[config.mk]
export PLATFORM = sky130hd
export DESIGN_NAME = key_event_encoder_flat
export DESIGN_NICKNAME = d
export VERILOG_FILES = /design/src/rtl/key_event_encoder_pkg.sv /design/src/rtl/key_event_encoder_if.sv /design/src/rtl/key_event_encoder_debounce.sv /design/src/rtl/key_event_encoder.sv /design/src/flat_wrapper.sv
export SDC_FILE = /design/constraint.sdc
export NUM_CORES = 1
export LEC_CHECK = 0
export BUFFER_PORTS_ARGS = -buffer_cell sky130_fd_sc_hd__clkbuf_2
export CAP_MARGIN = 30
export CELL_PAD_IN_SITES_DETAIL_PLACEMENT = 1
export CELL_PAD_IN_SITES_GLOBAL_PLACEMENT = 1
export CORE_UTILIZATION = 25
export CTS_CLUSTER_SIZE = 25
export DETAILED_ROUTE_END_ITERATION = 16
export GPL_TIMING_DRIVEN = 0
export PLACE_DENSITY = 0.57
export SLEW_MARGIN = 20
export SYNTH_ARGS = -nofsm -noshare
export SYNTH_HDL_FRONTEND = slang
export SYNTH_SLANG_ARGS = --single-unit
[constraint.sdc]
create_clock -name hwclk -period 3.5 [get_ports hwclk]
set_input_delay 0.7 -clock hwclk [delete_from_list [all_inputs] [get_ports hwclk]]
set_output_delay 0.7 -clock hwclk [all_outputs]
set_load 0.02 [all_outputs]
[src/rtl/key_event_encoder_pkg.sv]
// Shared types for the key event encoder: default key count and index width,
// the event FSM state encoding and the latched event record.
package keyenc_pkg;
  localparam int NKEYS = 21;
  localparam int KEY_W = $clog2(NKEYS);

  typedef enum logic {IDLE = 1'b0, OUT = 1'b1} keyenc_state_t;

  typedef struct packed {
    logic [KEY_W-1:0] key;
    logic             press;
  } key_evt_t;
endpackage

[src/rtl/key_event_encoder_if.sv]
// Press/release event handshake: one key per transfer on valid & ready.
interface key_evt_if #(parameter int KEY_W = keyenc_pkg::KEY_W);
  logic             evt_valid;
  logic             evt_ready;
  logic [KEY_W-1:0] evt_key;
  logic             evt_press;

  modport master (output evt_valid, evt_key, evt_press, input evt_ready);
  modport slave  (input evt_valid, evt_key, evt_press, output evt_ready);
endinterface

[src/rtl/key_event_encoder_debounce.sv]
// One key line: 2-flop synchronizer, sample history advanced on tick, and a
// stable level that only flips once the whole history agrees.
module key_debounce #(
  parameter int DB_SAMPLES = 4
) (
  input  logic hwclk,
  input  logic nrst,
  input  logic tick,
  input  logic pb,
  output logic stable
);
  logic [1:0]            sync_q;
  logic [DB_SAMPLES-1:0] hist_q;
  logic [DB_SAMPLES-1:0] hist_d;

  // decision is taken on the history including the sample shifted in now
  assign hist_d = {hist_q[DB_SAMPLES-2:0], sync_q[1]};

  // synchronize every cycle, sample and decide only on tick
  always_ff @(posedge hwclk or negedge nrst) begin
    if (!nrst) begin
      sync_q <= '0;
      hist_q <= '0;
      stable <= 1'b0;
    end else begin
      sync_q <= {sync_q[0], pb};
      if (tick) begin
        hist_q <= hist_d;
        if (&hist_d)       stable <= 1'b1;
        else if (~|hist_d) stable <= 1'b0;
      end
    end
  end
endmodule

[src/rtl/key_event_encoder.sv]
// Key event encoder: debounces NKEYS button lines and serializes level
// changes into press/release events on a valid/ready handshake.
// Optional KEYENC_ROUND_ROBIN_EN selects round-robin arbitration starting
// after the last accepted key; otherwise the lowest pending index wins.
module key_event_encoder
  import keyenc_pkg::*;
#(
  parameter int NKEYS      = keyenc_pkg::NKEYS,
  parameter int KEY_W      = $clog2(NKEYS),
  parameter int TICK_DIV   = 1000,
  parameter int DB_SAMPLES = 4
) (
  input  logic             hwclk,
  input  logic             nrst,
  input  logic [NKEYS-1:0] pb,
  output logic [NKEYS-1:0] held,
  key_evt_if.master        evt
);
  localparam int PW = (TICK_DIV > 1) ? $clog2(TICK_DIV) : 1;

  logic [PW-1:0]    pre_q;
  logic             tick;
  logic [NKEYS-1:0] stable;
  logic [NKEYS-1:0] reported_q, reported_d;
  logic [NKEYS-1:0] pending;
  logic [KEY_W-1:0] sel;
  logic             found;
  keyenc_state_t    state_q, state_d;
  key_evt_t         evt_q, evt_d;
  logic             xfer;

  assign tick = (pre_q == PW'(TICK_DIV-1));

  // free-running sample prescaler
  always_ff @(posedge hwclk or negedge nrst) begin
    if (!nrst)     pre_q <= '0;
    else if (tick) pre_q <= '0;
    else           pre_q <= pre_q + 1'b1;
  end

  for (genvar i = 0; i < NKEYS; i++) begin : g_key
    key_debounce #(.DB_SAMPLES(DB_SAMPLES)) u_db (
      .hwclk (hwclk),
      .nrst  (nrst),
      .tick  (tick),
      .pb    (pb[i]),
      .stable(stable[i])
    );
  end

  assign held    = stable;
  // a key that bounced back to its reported level drops out by itself
  assign pending = stable ^ reported_q;
  assign xfer    = (state_q == OUT) && evt.evt_ready;

`ifdef KEYENC_ROUND_ROBIN_EN
  logic [KEY_W-1:0] rr_ptr_q;
  logic [KEY_W-1:0] rr_start;
  int               idx;

  // rotating search beginning just after the last accepted key
  always_comb begin
    sel      = '0;
    found    = 1'b0;
    idx      = 0;
    rr_start = (rr_ptr_q == KEY_W'(NKEYS-1)) ? '0 : rr_ptr_q + 1'b1;
    for (int i = 0; i < NKEYS; i++) begin
      idx = int'(rr_start) + i;
      if (idx >= NKEYS) idx = idx - NKEYS;
      if (!found && pending[idx]) begin
        found = 1'b1;
        sel   = KEY_W'(idx);
      end
    end
  end

  // pointer follows accepted events only
  always_ff @(posedge hwclk or negedge nrst) begin
    if (!nrst)     rr_ptr_q <= '0;
    else if (xfer) rr_ptr_q <= evt_q.key;
  end
`else
  // fixed priority: scan downward so the lowest pending index wins
  always_comb begin
    sel   = '0;
    found = |pending;
    for (int i = NKEYS-1; i >= 0; i--)
      if (pending[i]) sel = KEY_W'(i);
  end
`endif

  // FSM next state, event latch and reported-level update
  always_comb begin
    state_d    = state_q;
    evt_d      = evt_q;
    reported_d = reported_q;
    case (state_q)
      IDLE: if (found) begin
        evt_d.key   = sel;
        evt_d.press = stable[sel];
        state_d     = OUT;
      end
      OUT: if (evt.evt_ready) begin
        reported_d[evt_q.key] = evt_q.press;
        state_d               = IDLE;
      end
      default: state_d = IDLE;
    endcase
  end

  // FSM and event registers; reset discards any event in flight
  always_ff @(posedge hwclk or negedge nrst) begin
    if (!nrst) begin
      state_q    <= IDLE;
      evt_q      <= '0;
      reported_q <= '0;
    end else begin
      state_q    <= state_d;
      evt_q      <= evt_d;
      reported_q <= reported_d;
    end
  end

  assign evt.evt_valid = (state_q == OUT);
  assign evt.evt_key   = evt_q.key;
  assign evt.evt_press = evt_q.press;
endmodule

[src/flat_wrapper.sv]
// flat-port wrapper written by rule: the top's interface ports become plain ports
module key_event_encoder_flat import keyenc_pkg::*;
#(
  parameter int NKEYS      = keyenc_pkg::NKEYS,
  parameter int KEY_W      = $clog2(NKEYS),
  parameter int TICK_DIV   = 1000,
  parameter int DB_SAMPLES = 4
)
  (hwclk, nrst, pb, held, evt_evt_valid, evt_evt_key, evt_evt_press, evt_evt_ready);
  key_evt_if #(.KEY_W(KEY_W)) evt_i ();
  input  logic hwclk;
  input  logic nrst;
  input  logic [NKEYS-1:0] pb;
  output logic [NKEYS-1:0] held;
  output wire logic [$bits(evt_i.evt_valid)-1:0] evt_evt_valid;
  output wire logic [$bits(evt_i.evt_key)-1:0] evt_evt_key;
  output wire logic [$bits(evt_i.evt_press)-1:0] evt_evt_press;
  input wire logic [$bits(evt_i.evt_ready)-1:0] evt_evt_ready;
  assign evt_evt_valid = evt_i.evt_valid;
  assign evt_evt_key = evt_i.evt_key;
  assign evt_evt_press = evt_i.evt_press;
  assign evt_i.evt_ready = evt_evt_ready;
  key_event_encoder #(.NKEYS(NKEYS), .KEY_W(KEY_W), .TICK_DIV(TICK_DIV), .DB_SAMPLES(DB_SAMPLES)) u_core (.hwclk(hwclk), .nrst(nrst), .pb(pb), .held(held), .evt(evt_i));
endmodule
==> results of run 1 <==
## Yosys cell counts, drive strengths merged, types with 2 or more instances
library cell	instances	area, um2
mux4	4	105
nand3	9	45.0
o21a	2	15.0
o211ai	2	15.0
nor2b	4	25.0
nand3b	2	27.5
a21oi	23	115
nor3b	5	42.5
nand2b	4	25.0
a41oi	21	184
mux2i	4	40.0
nor4	3	18.8
a221oi	3	32.5
and2b	3	26.3
xor2	15	131
clkbuf	20	75.1
nand2	216	811
dfrtp	164	4100
nor3	5	30.0
or4	22	169
and2	2	12.5
nand4	2	12.5
nor2	41	161
inv	4	15.0
xnor2	14	138
o21ai	7	35.0
and3	3	18.8
buf	22	161
mux2	24	270
## worst min-delay path by stage
| stage | startpoint | end | depth (start not counted) |
|---|---|---|---|
| 2_1_floorplan | u_core.g_key[0].u_db.sync_q[0]$_DFF_PN0_ | u_core.g_key[0].u_db.sync_q[1]$_DFF_PN0_ | 0 |
| 3_3_place_gp | u_core.g_key[10].u_db.sync_q[0]$_DFF_PN0_ | u_core.g_key[10].u_db.sync_q[1]$_DFF_PN0_ | 0 |
| 3_5_place_dp | u_core.g_key[10].u_db.sync_q[0]$_DFF_PN0_ | u_core.g_key[10].u_db.sync_q[1]$_DFF_PN0_ | 0 |
| 4_1_cts | nrst | u_core.g_key[8].u_db.sync_q[0]$_DFF_PN0_ | 1 |
| 5_1_grt | nrst | u_core.g_key[10].u_db.sync_q[1]$_DFF_PN0_ | 1 |
| 6_report | nrst | u_core.g_key[11].u_db.hist_q[0]$_DFFE_PN0P_ | 1 |
## layout make-up
cell class              instances  area [um2]  share of cell area
plain buffers                  42         236              0.0282
clock buffers                  18         439              0.0524
clock inverters                14         189              0.0225
inverters                       4        15.0             0.00179
multi-input cells             450        2620               0.312
flip-flops and latches        164        4100               0.489
well taps                     372         465              0.0555
repair buffers                 53         319              0.0381
## registers in the layout, summed over array words and instances, names as in the netlist
signal and flops:
u_core.g_key.u_db.hist_q 63, u_core.g_key.u_db.stable 21, u_core.pre_q 10, u_core.evt.evt_press 1
u_core.g_key.u_db.sync_q 42, u_core.evt.evt_key 5, u_core.reported_q 21, u_core.evt.evt_valid 1
## power groups by stage
| stage | Combinational [mW] | Sequential [mW] | Clock, mW |
|---|---|---|---|
| after detailed placement | 0.0632 | 1.97 | 0 |
| after floorplan | 0.000694 | 1.96 | 0 |
| after global placement | 0.0535 | 1.97 | 0 |
| after global routing | 0.0691 | 1.94 | 2.15 |
| final | 0.0590 | 1.93 | 2.02 |
| after CTS | 0.0632 | 1.93 | 2.07 |
## per-stage QoR
step / power [mW] / hold slack, ps / worst slack [ps] / setup TNS [ps] / utilization
floorplan: 1.96 / 331 / 998 / 0 / -
global placement: 2.02 / 335 / -1520 / -245750 / 0.283
detailed placement: 2.03 / 336 / 480 / 0 / 0.285
CTS: 4.07 / 137 / 467 / 0 / 0.309
global route: 4.15 / 143 / 245 / 0 / 0.309
finish: 4.02 / 141 / 546 / 0 / 0.309
## worst register-to-register path, delay by kind of cell (launching register included)
| family | cells | cell delay [ps] |
|---|---|---|
| mux | 3 | 890 |
| compound gates | 3 | 320 |
| xor+xnor | 1 | 350 |
| flops | 1 | 550 |
| simple gates | 2 | 740 |
## layer usage
layer | GRT usage | vias to the layer above
li1 | - | 2373
met4 | 0.0478 | 0
met5 | 0 | -
met2 | 0.228 | 67
met3 | 0.0297 | 19
met1 | 0.184 | 2503
## kinds of logic (layout without fill, tap and decap cells)
family	count (synthesis)	count (layout)	synth area share
buffers and inverters	46	131	0.0361
muxes	32	32	0.0596
DFF	164	164	0.589
and+or+nand+nor	325	325	0.210
adders and majority gates	1	1	0.00179
AOI/OAI and AO/OA	63	63	0.0653
xor gates and xnor gates	29	29	0.0386
==> metrics.md, run 1 <==
| Metric | Value |
|---|---|
| TritonCTS clock tree | yes |
| Max IR drop VDD | 0.282 mV |
| Slowest-stage cell, CP | sky130_fd_sc_hd__mux4_1 |
| RePlAce Congestion | 0.811 |
| Number of buffers added for setup after CTS | 0 |
| Timing-limited maximum frequency | 338 MHz |
| Pin count of the biggest net entering global routing | 77 |
| Maximum clock skew at final layout | 9.57 ps |
| Fraction of power consumed by sequential logic | 0.481 |
| Number of enable flip-flop cells after synthesis | 0 |
| Cell variety after synth | 50 |
| Placed Cells | 1085 |
| Setup repair after global routing missed its margin | no |
| Post-Syn Instances | 660 |
| Core Area | 27200 um2 |
| Share of synthesized registers carrying an async set or reset | 1.00 |
| Count of port buffers added during placement | 51 |
| M1 WL | 8.81 mm |
| Number of max-cap violations | 0 |
| RR Startpoint | u_core.g_key[12].u_db.stable$_DFFE_PN0P_ |
| Area overhead of the layout relative to synthesis | 20.3% |
| Sw Ratio | 0.228 |
| Wire length per cell after detailed routing | 16.6 um |
| Non-filler cells, final | 1117 |
| Worst path bufs/invs | 0 |
| Count of instances resized after the clock tree is built | 0 |
| Chip height | 169 um |
| Power Density | 479 nW/um2 |
| Die footprint | 28600 um2 |
| Crit path from | u_core.g_key[12].u_db.stable$_DFFE_PN0P_ |
| Global-route wire length before repair | 30.0 mm |
| Total overflow reported by the global router | 0 |
| Routed wl met3 | 535 um |
| Half-perimeter wire length after placement | 12.9 mm |
| Count of pins on the block boundary | 52 |
| Sequential area share after synthesis | 0.589 |
| Post-synth net total | 685 |
| Via count of the first global-routing pass | 5154 |
| Largest driver fanout on the critical path | 7 |
| Share of the clock period used by the worst path | 0.844 |
| Starting utilization of the core area | 0.257 |
| Overall Global Routing Usage | 0.140 |
| Initial detailed-routing violation count | 259 |
| Worst setup SP type | flip-flop |
| Worst slew slack as a fraction of its limit | 0.403 |
| Terminus of the critical flop-to-flop path | u_core.evt.evt_press$_DFFE_PN0P_ |
| Switching power | 0.916 mW |
| Top cell by count, worst path | sky130_fd_sc_hd__mux2i_1 |
| Minimum period implied by the final worst setup slack | 2950 ps |
| Total wirelength of the detailed-routed design | 18.5 mm |
| Worst min-delay path category | in -> async |
| Crit path capture | u_core.evt.evt_press$_DFFE_PN0P_ |
| Share of total power in combinational logic | 0.015 |
| Synthesized area per cell | 10.6 um2 |
| Internal Power | 3.10 mW |
| Count of pins over their slew limit | 0 |
| Fraction of layout cells with a size suffix above 1 | 0.189 |
| Cell Chain, Critical Path | xor2_1 > nand2b_1 > a2111oi_4 > nor3_2 > mux4_1 > mux2i_1 > mux2i_1 > a21oi_1 > o21ai_1 |
| Setup violators final | 0 |
| Most common cell after layout, fill and taps aside | sky130_fd_sc_hd__nand2_1 |
| Number of fillers in the final layout | 3146 |
| Maximum clock path buffer count | 2 |
| Cell at the root of the clock tree | sky130_fd_sc_hd__clkbuf_16 |
| DR DRC count | 0 |
| Peak per-stage delay on the critical path | 620 ps |
| Number of nets in the final layout | 757 |
| Via count of the routed design | 4962 |
| Summed area of non-filler cells in the final layout | 8380 um2 |
| Routed vias/inst | 4.44 |
| Leakage power of the design | 4.07 nW |
| Highest layer used for signal routing | met4 |
| Total of flip-flops plus latches after synthesis | 164 |
| Number of buffers inserted during clock tree synthesis | 17 |
| Routed met2 length | 8.87 mm |
| Syn Std Cell Area | 6970 um2 |
| Leading cell types in the layout, fill and taps excluded | 216 x sky130_fd_sc_hd__nand2_1, 164 x sky130_fd_sc_hd__dfrtp_1, 50 x sky130_fd_sc_hd__clkbuf_2 |
| Placed Instance Area | 7760 um2 |
| Pre-antenna DRT Iters | 4 |
| Cell depth of the worst flop-to-flop path | 9 |
| Endpoints failing hold | 0 |
| TritonCTS sink count | 164 |
| Outcome | finished, final reports clean |
| Count of nets left with antenna violations after detail routing | 0 |
| Number of placement rows | 60 |
| Startpoint-to-endpoint class of the critical path | reg -> reg |
| Initial antenna violation count | 0 |
| CTS clk-pin slew, worst paths | 70 ps |
| Total number of H-tree levels | 4 |
| Reg-to-reg setup timing slack | 550 ps |
| WP depth | 9 |
| CTS hold repair buffers | 0 |
| Largest delay share family, worst path | multiplexers |
| Total of warnings raised by yosys | 0 |
| Critical Path RT | 3810 ps |
| Arrival time reported for the critical path endpoint | 3270 ps |
| Part of the power in the clock network | 0.504 |
| Pin slew with the least headroom to its limit | 888 ps |
| Top_reg_cell synth | sky130_fd_sc_hd__dfrtp_1 |
| Clock latency at the later pin of the worst-skew pair | 440 ps |
| Critical Path End Type | flip-flop |
| Antenna diode count | 0 |
| Die extent in x | 169 um |
Power figures use the tool's default switching activity.
==> inputs of run 2 (changes only) <==
--- a/config.mk
+++ b/config.mk
@@ -13,7 +13,7 @@
 export CTS_CLUSTER_SIZE = 25
 export DETAILED_ROUTE_END_ITERATION = 16
 export GPL_TIMING_DRIVEN = 0
-export PLACE_DENSITY = 0.57
+export PLACE_DENSITY = 0.59
 export SLEW_MARGIN = 20
 export SYNTH_ARGS = -nofsm -noshare
 export SYNTH_HDL_FRONTEND = slang
==> constraint.sdc (replaced) <==
create_clock -name hwclk -period 2.5 [get_ports hwclk]
set_input_delay 0.5 -clock hwclk [delete_from_list [all_inputs] [get_ports hwclk]]
set_output_delay 0.5 -clock hwclk [all_outputs]
set_load 0.02 [all_outputs]
==> run 2 against run 1 <==
The flow now finishes with violations (negative setup slack). Combinational power is 42% higher. Critical endpoint unchanged. Via count up 1.3%. Total power up 36%. Largest power group is now registers. Worst hold slack better by 25 ps.
==> metrics.md, run 2 (synthesis gave the netlist of run 1 again) <==
| Metric | Value |
|---|---|
| Register containing the most flip-flops in the final layout | u_core.g_key.u_db.hist_q |
| Startpoint-to-endpoint class of the critical path | reg -> reg |
| Count of port buffers added during placement | 51 (unchanged) |
| Routed vias/inst | 4.46 (+0.30%) |
| Total number of H-tree levels | 4 (unchanged) |
| Count of pins on the block boundary | 52 (unchanged) |
| Fraction of layout cells with a size suffix above 1 | 0.245 (+0.0554) |
| Number of max-cap violations | 0 (unchanged) |
| Starting utilization of the core area | 0.257 (unchanged) |
| Via count of the routed design | 5026 (+1.3%) |
| Chip height | 169 um (unchanged) |
| Setup repair after global routing missed its margin | yes |
| Reg-to-reg setup timing slack | -200 ps (-750 ps) |
| Leakage power of the design | 4.10 nW (+0.72%) |
| Outcome | finished, violations left |
| Pin slew with the least headroom to its limit | 867 ps (-21.4 ps) |
| Terminus of the critical flop-to-flop path | u_core.evt.evt_press$_DFFE_PN0P_ |
| Global-route wire length before repair | 30.4 mm (+1.6%) |
| Final worst setup slack | -200 ps (-745 ps) |
| Fraction of power consumed by sequential logic | 0.495 (+0.014) |
| Core Area | 27200 um2 (unchanged) |
| Initial detailed-routing violation count | 263 (+1.5%) |
| Pre-antenna DRT Iters | 4 (unchanged) |
| Timing-limited maximum frequency | 370 MHz (+9.4%) |
| Half-perimeter wire length after placement | 12.9 mm (about the same) |
| Placed Instance Area | 7750 um2 (about the same) |
| CTS clk-pin slew, worst paths | 70 ps (about the same) |
| Die extent in x | 169 um (unchanged) |
| Maximum clock skew at final layout | 13.2 ps (+3.62 ps) |
| Sw Ratio | 0.230 (+0.00182) |
| Violations in the final reports | negative setup slack |
| Worst min-delay path category | in -> reg |
| Cell at the root of the clock tree | sky130_fd_sc_hd__clkbuf_16 |
| RePlAce Congestion | 0.804 (-0.80%) |
| Via count of the first global-routing pass | 5283 (+2.5%) |
| TritonCTS clock tree | yes |
| Wire length per cell after detailed routing | 16.8 um (+1.2%) |
| Summed area of non-filler cells in the final layout | 8530 um2 (+1.8%) |
| Share of total power in combinational logic | 0.015 (about the same) |
| Overall Global Routing Usage | 0.143 (+0.00250) |
| Area overhead of the layout relative to synthesis | 22.4% |
| Critical Path End Type | flip-flop |
| Part of the power in the clock network | 0.490 (-0.014) |
| Largest driver fanout on the critical path | 5 (-2) |
| Share of the clock period used by the worst path | 1.08 (+0.236) |
| Number of nets in the final layout | 768 (+1.5%) |
| Critical Path RT | 2800 ps (-1010 ps) |
| Max IR drop VDD | 0.415 mV (+47%) |
| Internal Power | 4.21 mW (+36%) |
| Cell depth of the worst flop-to-flop path | 9 (unchanged) |
| Total wirelength of the detailed-routed design | 18.9 mm (+2.2%) |
| Number of placement rows | 60 (unchanged) |
| TritonCTS sink count | 164 (unchanged) |
| Largest regs | u_core.g_key.u_db.hist_q x63, u_core.g_key.u_db.sync_q x42 |
| DR DRC count | 0 (unchanged) |
| Initial antenna violation count | 0 (unchanged) |
| Worst hold-check slack | 166 ps (+24.9 ps) |
| Most common cell after layout, fill and taps aside | sky130_fd_sc_hd__nand2_1 |
| Worst Setup Slack post-DPL | -535 ps (-1010 ps) |
| Die footprint | 28600 um2 (unchanged) |
| Minimum period implied by the final worst setup slack | 2700 ps (-255 ps) |
| Maximum clock path buffer count | 2 (unchanged) |
| Endpoints failing hold | 0 (unchanged) |
| Crit path capture | u_core.evt.evt_press$_DFFE_PN0P_ |
| Count of nets left with antenna violations after detail routing | 0 (unchanged) |
| Power Density | 641 nW/um2 (+34%) |
| PnR Total Power | 5.47 mW (+36%) |
| Setup violators final | 1 (+1) |
| Count of pins over their slew limit | 0 (unchanged) |
| Crit path from | u_core.g_key[15].u_db.stable$_DFFE_PN0P_ |
| Antenna diode count | 0 (unchanged) |
| Switching power | 1.26 mW (+37%) |
| Final core utilization | 0.314 (+0.00553) |
| Worst setup SP type | flip-flop |
| Worst slew slack as a fraction of its limit | 0.418 (+0.0144) |
| Clock latency at the later pin of the worst-skew pair | 440 ps (about the same) |
| Total overflow reported by the global router | 0 (unchanged) |
| Arrival time reported for the critical path endpoint | 3000 ps (-270 ps) |
| Leading cell types in the layout, fill and taps excluded | 216 x sky130_fd_sc_hd__nand2_1, 154 x sky130_fd_sc_hd__dfrtp_1, 62 x sky130_fd_sc_hd__clkbuf_2 |
| Number of buffers inserted during clock tree synthesis | 17 (unchanged) |
| RR Startpoint | u_core.g_key[15].u_db.stable$_DFFE_PN0P_ |
| Flip-flop count of the largest register, all copies and words added | 63 (unchanged) |
| Pin count of the biggest net entering global routing | 69 (-10%) |
run 2: cell types whose count changed in the layout (fill, tap and decap cells not counted), sizes merged:
cell	delta
clkbuf	+1
clkinvlp	+1
bufinv	-1
inv	+1
dlygate4sd3	+1
clkinv	-1
buf	+9
run 2: how the worst min path moves through the flow:
stage / end / depth (start not counted) / startpoint / slack [ps]
after floorplan: u_core.evt.evt_key[0]$_DFFE_PN0P_ / 0 / nrst / 200
after global placement: u_core.g_key[10].u_db.sync_q[1]$_DFF_PN0_ / 0 / u_core.g_key[10].u_db.sync_q[0]$_DFF_PN0_ / 330
after detailed placement: u_core.g_key[10].u_db.sync_q[1]$_DFF_PN0_ / 0 / u_core.g_key[10].u_db.sync_q[0]$_DFF_PN0_ / 340
after CTS: u_core.g_key[8].u_db.sync_q[0]$_DFF_PN0_ / 1 / pb[8] / 150
after global routing: u_core.g_key[12].u_db.sync_q[0]$_DFF_PN0_ / 1 / pb[12] / 140
final: u_core.g_key[8].u_db.sync_q[0]$_DFF_PN0_ / 1 / pb[8] / 170
run 2: cell type report:
class / count / area [um2]
buffer: 42 / 251
clock inverter: 14 / 164
inverter: 4 / 15.0
fill: 3109 / 18600
timing repair buffer: 64 / 404
tap: 372 / 465
sequential: 164 / 4120
multi-input combinational: 450 / 2690
clock buffer: 18 / 429
run 2: metal layers:
metal  vias to the layer above  part of all wire  global-route usage
li1                       2396                 -                   -
met5                         -                 0                   0
met3                        14             0.026              0.0355
met2                        60              0.49               0.238
met4                         0             0.011              0.0360
met1                      2556              0.48               0.185
run 2: timing repair:
item                       4_1_cts  5_1_grt
pin swaps                        5        6
resized for setup               17       26
hold buffers                     1        0
setup buffers                    6        4
hold endpoints to repair        33        0
setup endpoints to repair       81       47
run 2: power by group through the flow:
stage	registers, mW	logic [mW]	clock network, mW
after floorplan	2.75	0.000971	0
after global placement	2.76	0.0757	0
after detailed placement	2.76	0.0884	0
after CTS	2.71	0.0897	2.77
after global routing	2.71	0.0983	2.89
final	2.71	0.0837	2.68
run 2: stage by stage:
stage / instances / setup TNS, ps
after floorplan: 660 / 0
after global placement: 1083 / -396620
after detailed placement: 1085 / -14110
after CTS: 1124 / -275
after global routing: 1128 / -340
final: 1128 / -200
run 2: critical path, cell delays in order (launching register included):
cell and delay [ps]:
sky130_fd_sc_hd__dfrtp_1 500, sky130_fd_sc_hd__xnor2_1 210, sky130_fd_sc_hd__nor2b_1 150, sky130_fd_sc_hd__a221oi_1 420
sky130_fd_sc_hd__o2111ai_1 260, sky130_fd_sc_hd__a221oi_4 440, sky130_fd_sc_hd__mux2i_1 230, sky130_fd_sc_hd__mux2i_1 130
sky130_fd_sc_hd__a21oi_1 160, sky130_fd_sc_hd__o21ai_1 70
